===== src/rtl/csr_bus_router.sv =====
// Registered CSR access router: decodes one access at a time onto NUM_TGT target
// windows, waits for the selected target, and returns data, illegal or timeout responses.
module csr_bus_router #(
    parameter int ADDR_WIDTH     = 32,
    parameter int REG_WIDTH      = 32,
    parameter int NUM_TGT        = 4,
    parameter logic [NUM_TGT-1:0][ADDR_WIDTH-1:0] TGT_BASE  = '0,
    parameter logic [NUM_TGT-1:0][ADDR_WIDTH-1:0] TGT_LIMIT = '0,
    parameter int TIMEOUT_CYCLES = 16
) (
    input  logic                              clk,
    input  logic                              rst,
    input  logic                              csr_valid,
    output logic                              csr_ready,
    input  logic [1:0]                        csr_op,
    input  logic [2:0]                        csr_funct3,
    input  logic [4:0]                        csr_imm,
    input  logic [REG_WIDTH-1:0]              rs1_val,
    input  logic [ADDR_WIDTH-1:0]             csr_addr,
    output logic                              csr_rvalid,
    input  logic                              csr_rready,
    output logic [REG_WIDTH-1:0]              csr_rdata,
    output logic [2:0]                        csr_reg_rsp,
    output logic [NUM_TGT-1:0]                tgt_reg_en,
    output logic [ADDR_WIDTH-1:0]             tgt_addr,
    output logic [4:0]                        tgt_csr_imm,
    output logic [REG_WIDTH-1:0]              tgt_rs1_val,
    output logic [2:0]                        tgt_funct3,
    output logic [1:0]                        tgt_reg_op,
    input  logic [NUM_TGT-1:0]                tgt_rvalid,
    input  logic [NUM_TGT-1:0][REG_WIDTH-1:0] tgt_rdata,
    input  logic [NUM_TGT-1:0][2:0]           tgt_act_rsp
);
    localparam int SEL_W = (NUM_TGT > 1) ? $clog2(NUM_TGT) : 1;
    localparam int CNT_W = (TIMEOUT_CYCLES > 2) ? $clog2(TIMEOUT_CYCLES) : 1;
    localparam logic [CNT_W-1:0] CNT_LAST = CNT_W'(TIMEOUT_CYCLES - 1);

    typedef enum logic [1:0] {IDLE, REQ, WAIT, RSP} state_t;

    state_t                  state_q;
    logic [SEL_W-1:0]        sel_q;
    logic [CNT_W-1:0]        cnt_q;
    logic                    rvalid_q;
    logic [REG_WIDTH-1:0]    rdata_q;
    logic [2:0]              rsp_q;
    logic [NUM_TGT-1:0]      reg_en_q;
    logic [ADDR_WIDTH-1:0]   addr_q;
    logic [4:0]              imm_q;
    logic [REG_WIDTH-1:0]    rs1_q;
    logic [2:0]              funct3_q;
    logic [1:0]              op_q;

    logic [NUM_TGT-1:0]      hit;
    logic                    any_hit;
    logic [SEL_W-1:0]        hit_idx;

    // Window compare via borrow bits, so an all-zero base folds cleanly.
    genvar gi;
    generate
        for (gi = 0; gi < NUM_TGT; gi++) begin : g_decode
            logic [ADDR_WIDTH:0] diff_lo;
            logic [ADDR_WIDTH:0] diff_hi;
            assign diff_lo = {1'b0, csr_addr} - {1'b0, TGT_BASE[gi]};
            assign diff_hi = {1'b0, TGT_LIMIT[gi]} - {1'b0, csr_addr};
            assign hit[gi] = ~diff_lo[ADDR_WIDTH] & ~diff_hi[ADDR_WIDTH];
        end
    endgenerate

    // Scan from the top so the lowest matching index is the one left standing.
    always_comb begin
        any_hit = 1'b0;
        hit_idx = '0;
        for (int i = NUM_TGT - 1; i >= 0; i--) begin
            if (hit[i]) begin
                any_hit = 1'b1;
                hit_idx = SEL_W'(i);
            end
        end
    end

    logic                 sel_rvalid;
    logic [REG_WIDTH-1:0] sel_rdata;
    logic [2:0]           sel_rsp;
    assign sel_rvalid = tgt_rvalid[sel_q];
    assign sel_rdata  = tgt_rdata[sel_q];
    assign sel_rsp    = tgt_act_rsp[sel_q];

    always_ff @(posedge clk) begin
        if (rst) begin
            state_q  <= IDLE;
            sel_q    <= '0;
            cnt_q    <= '0;
            rvalid_q <= 1'b0;
            rdata_q  <= '0;
            rsp_q    <= '0;
            reg_en_q <= '0;
            addr_q   <= '0;
            imm_q    <= '0;
            rs1_q    <= '0;
            funct3_q <= '0;
            op_q     <= '0;
        end else begin
            case (state_q)
                IDLE: begin
                    if (csr_valid) begin
                        addr_q   <= csr_addr;
                        imm_q    <= csr_imm;
                        rs1_q    <= rs1_val;
                        funct3_q <= csr_funct3;
                        op_q     <= csr_op;
                        if (any_hit) begin
                            sel_q    <= hit_idx;
                            reg_en_q <= NUM_TGT'(1) << hit_idx;
                            state_q  <= REQ;
                        end else begin
                            rvalid_q <= 1'b1;
                            rdata_q  <= '0;
                            rsp_q    <= 3'b110;
                            state_q  <= RSP;
                        end
                    end
                end
                REQ: begin
                    reg_en_q <= '0;
                    if (sel_rvalid) begin
                        rdata_q  <= sel_rdata;
                        rsp_q    <= sel_rsp;
                        rvalid_q <= 1'b1;
                        state_q  <= RSP;
                    end else begin
                        cnt_q   <= CNT_W'(1);
                        state_q <= WAIT;
                    end
                end
                WAIT: begin
                    if (sel_rvalid) begin
                        rdata_q  <= sel_rdata;
                        rsp_q    <= sel_rsp;
                        rvalid_q <= 1'b1;
                        cnt_q    <= '0;
                        state_q  <= RSP;
                    end else if (cnt_q == CNT_LAST) begin
                        rdata_q  <= '0;
                        rsp_q    <= 3'b111;
                        rvalid_q <= 1'b1;
                        cnt_q    <= '0;
                        state_q  <= RSP;
                    end else begin
                        cnt_q <= cnt_q + CNT_W'(1);
                    end
                end
                RSP: begin
                    if (csr_rready) begin
                        rvalid_q <= 1'b0;
                        state_q  <= IDLE;
                    end
                end
                default: state_q <= IDLE;
            endcase
        end
    end

    assign csr_ready   = (state_q == IDLE);
    assign csr_rvalid  = rvalid_q;
    assign csr_rdata   = rdata_q;
    assign csr_reg_rsp = rsp_q;
    assign tgt_reg_en  = reg_en_q;
    assign tgt_addr    = addr_q;
    assign tgt_csr_imm = imm_q;
    assign tgt_rs1_val = rs1_q;
    assign tgt_funct3  = funct3_q;
    assign tgt_reg_op  = op_q;

endmodule


===== config.mk =====
export PLATFORM = sky130hd
export DESIGN_NAME = csr_bus_router
export DESIGN_NICKNAME = d
export VERILOG_FILES = /design/src/rtl/csr_bus_router.sv
export SDC_FILE = /design/constraint.sdc
export NUM_CORES = 1
export LEC_CHECK = 0
export BUFFER_PORTS_ARGS = -buffer_cell sky130_fd_sc_hd__buf_4
export CORE_MARGIN = 4
export CORE_UTILIZATION = 30
export DETAILED_ROUTE_END_ITERATION = 16
export SLEW_MARGIN = 20
export SYNTH_ARGS = -nofsm -noshare
export SYNTH_HDL_FRONTEND = slang
export SYNTH_SLANG_ARGS = --single-unit

===== constraint.sdc =====
create_clock -name clk -period 4.4 [get_ports clk]
set_clock_uncertainty 0.15 [all_clocks]
set_input_delay 0.88 -clock clk [delete_from_list [all_inputs] [get_ports clk]]
set_output_delay 0.88 -clock clk [all_outputs]
set_load 0.05 [all_outputs]

==> results.tsv <==
stage	metric	value	unit
status	run status	finished, final reports clean	
power_and_ir_drop	internal power of the cells	0.002838	W
sta	final number of max-transition violations	0	
global_routing	largest net degree at the start of global routing	83	
routing	via total after detailed routing	4395	
clock_tree	CTS sink count	117	
clock_tree	clock slew seen by the registers of the worst setup and hold paths	0.06	ns
sta	TNS Setup	0	ns
clock_tree	total of hold buffers inserted after clock tree synthesis	0	
routing	routed wirelength normalized by instance count	14.37	um
synthesis	portion of netlist area occupied by mux cells	7.174	%
power_and_ir_drop	ratio of total power to cell area	657.9	nW/um2
placement	number of cells in the design after placement	942	
routing	total routed wirelength	14.00	mm
clock_tree	clock tree from TritonCTS	yes	
synthesis	register bit total from synthesis	117	
synthesis	fraction of the mapped netlist area in simple logic gates	22.96	%
floorplan	standard-cell row count	45	
power_and_ir_drop	sequential share of power	28.9	%
worst_setup_path	data required time at the worst endpoint	4.58	ns
routing	count of antenna-violating nets left after detailed routing	0	
clock_tree	number of buffers inserted during clock tree synthesis	17	
routing	drt first-iter violations	174	
floorplan	core footprint	15150	um2
synthesis	share of synthesized area occupied by flip-flops and latches	50.68	%
floorplan	Die X	132.1	um
synthesis	dominant combinational cell family by area after synthesis	simple AND/OR/NAND/NOR gates	
routing	length of the first detailed-routing pass in iterations	4	
power_and_ir_drop	clock network fraction of design power	33.0	%
worst_setup_path	startpoint type of the worst setup path	input pin	
cells_and_area	number of antenna cells inserted	0	
clock_tree	number of H-tree branching levels	4	
power_and_ir_drop	Combinational Power Share	38.1	%
power_and_ir_drop	peak ir drop on the vdd network	0.0002932	V
synthesis	average instance area after synthesis	8.283	um2
worst_setup_path	data arrival at the endpoint of the critical path	3.16	ns
floorplan	die boundary height	132.1	um
sta	setup repair after global routing missed its margin	no	
worst_setup_path	worst reg2reg setup slack	1.57	ns
worst_setup_path	CP max FO	31	
cells_and_area	most frequent standard cell in the layout excluding fill and tap cells	buf_4	
sta	peak clock frequency supported by timing	0.3356	GHz
clock_tree	Gates resized, CTS repair	0	
placement	count of input and output buffers	225	
synthesis	unique cell type count in the Yosys netlist	40	
sta	shortest period the worst path allows	2.980	ns
worst_setup_path	kind of critical path	input pin to flip-flop	
sta	worst slew pin tran	0.9459	ns
synthesis	cell types occupying the most area after synthesis	dfxtp_1 (51%), nand2_1 (18%), a21oi_1 (9.1%)	
placement	Setup WS pre-CTS	0.9940	ns
synthesis	Synth Area in Adders	1.624	%
power_and_ir_drop	switching component of the power	0.001803	W
worst_setup_path	Critical Path Most Common Cell	buf_4	
routing	Via density	4.512	
clock_tree	maximum clock insertion buffer count	2	
synthesis	Syn Inst Count	558	
clock_tree	insertion delay of the later-clocked pin in the worst-skew pair	0.41	ns
synthesis	Async S/R FF share, synth	0	%
routing	remaining design rule violation count	0	
worst_setup_path	Cell Chain, Critical Path	buf_4 > nor4_1 > nand4_1 > o31ai_4 > or3_4 > buf_4 > mux2i_1	
clock_tree	setup bufs post-CTS	0	
cells_and_area	final instance count without filler cells	974	
floorplan	die outline area	17460	um2
sta	worst max-slew margin expressed relative to the limit	36.72	%
cells_and_area	fraction of layout cells with a size suffix above 1	34.99	%
synthesis	parity-gate share of the synthesized area counting xor and xnor cells	0	%
power_and_ir_drop	static leakage	3.145	nW
synthesis	predominant post-synthesis flop cell	dfxtp_1	
min_path	Hold WC Path Type	flip-flop to flip-flop	
cells_and_area	post-layout net count	1001	
sta	hold violation count in the final report	0	
synthesis	Compound-Gate Fraction of Synth Area	11.83	%
cells_and_area	area overhead of the layout relative to synthesis	52.63	%
sta	final worst-path setup slack	1.420	ns
synthesis	proportion of netlist area held by the largest area contributor	50.68	%
floorplan	starting utilization of the core area	30.52	%
global_routing	overall overflow remaining after global route	0	
global_routing	vias in the first global route	4111	
run	Max Cap Viol	0	
placement	Detailed Place HPWL	9.957	mm
worst_setup_path	kind of end point of the critical path	flip-flop	
clock_tree	cell chosen for the clock root	clkbuf_16	
sta	final setup violation count	0	
sta	Tcrit/Tclk final	67.72	%
global_routing	number of antenna violations at the first check in global routing	0	
synthesis	number of enable flip-flop cells after synthesis	0	
power_and_ir_drop	switching part of the total power	38.85	%
worst_setup_path	Slowest-stage cell, CP	or3_4	
floorplan	num ports	337	
synthesis	cell area after synthesis	4622	um2
cells_and_area	Core Util, Final	46.58	%
global_routing	first-pass GRT wire length	21.89	mm
synthesis	library cell with the largest summed area after synthesis	dfxtp_1	
worst_setup_path	slowest stage delay, CP	0.55	ns
cells_and_area	highest-count cells in the layout ignoring fill and taps	buf_4 (233), nand2_1 (217), dfxtp_1 (117)	
synthesis	number of warnings reported in the yosys synthesis log	0	
placement	gp weighted congestion	0.7658	
global_routing	total track usage	15.69	%
logic make-up (layout without fill, tap and decap cells):
| group | count (synthesis) | in the layout |
|---|---|---|
| compound gates | 100 | 100 |
| other cells | 1 | 3 |
| mux | 33 | 33 |
| buf+inv | 49 | 275 |
| flops | 117 | 117 |
| fa+ha+maj | 6 | 6 |
| simple gates | 252 | 252 |
state kept, by name, indices dropped and copies added (netlist names):
register,count
tgt_reg_en,1
tgt_funct3,3
state_q,2
tgt_rs1_val,32
cnt_q,4
tgt_csr_imm,5
csr_reg_rsp,3
tgt_reg_op,2
csr_rdata,32
tgt_addr,32
csr_rvalid,1
power groups by stage:
stage	Clock (W)	Sequential (W)	Combinational (W)
detailed placement	0	0.00136	0.00179
finish	0.00153	0.00134	0.00177
global route	0.00161	0.00137	0.00189
floorplan	0	0.00195	0.000746
global placement	0	0.00136	0.00179
CTS	0.00157	0.00134	0.00179
critical path: cells and delay by family:
kind,cells,cell delay [ns]
mux,1,0.19
simple gates,3,1.29
buf+inv,2,0.37
compound gates,1,0.41
Yosys cell counts (all sizes together), types with 3 or more instances:
| cell type | instances |
|---|---|
| nor2 | 7 |
| nand3 | 4 |
| or3 | 4 |
| o41ai | 3 |
| inv | 10 |
| ha | 6 |
| o21ai | 5 |
| nor4 | 6 |
| dfxtp | 117 |
| buf | 11 |
| nand2 | 218 |
| clkbuf | 28 |
| mux2i | 32 |
| a21oi | 84 |
routing by layer:
layer,vias up,part of all wire (%),track usage (%)
met4,0,1.2,5.076
li1,2257,-,-
met2,159,46,24.09
met5,-,0,0
met1,1967,45,19.40
met3,12,8.7,7.557
final timing paths:
check / startpoint / endpoint / cells past startpoint
max: csr_addr[7] / csr_rdata[12] / 7
min: csr_reg_rsp[1] / csr_reg_rsp[1] / 2
max reg2reg: state_q[0] / csr_rdata[12] / 8
min reg2reg: csr_reg_rsp[1] / csr_reg_rsp[1] / 2
through the flow:
stage	instance area (um2)	hold slack [ns]	total power (W)
2_1_floorplan	4629	0.2992	0.002692
5_1_grt	7054	0.3215	0.004868
4_1_cts	7054	0.3009	0.004706
3_3_place_gp	6396	0.2844	0.003150
6_report	7054	0.2990	0.004641
3_5_place_dp	6396	0.2898	0.003155
layout make-up:
cell class                      instances  area [um2]
Multi-Input combinational cell        394        2032
Clock inverter                         12       201.4
Sequential cell                       117        2342
Fill cell                            1536        8092
Inverter                               10       37.54
Clock buffer                           20       456.7
Tap cell                              188       235.2
Timing Repair Buffer                  233        1749
Power figures use the tool's default switching activity.
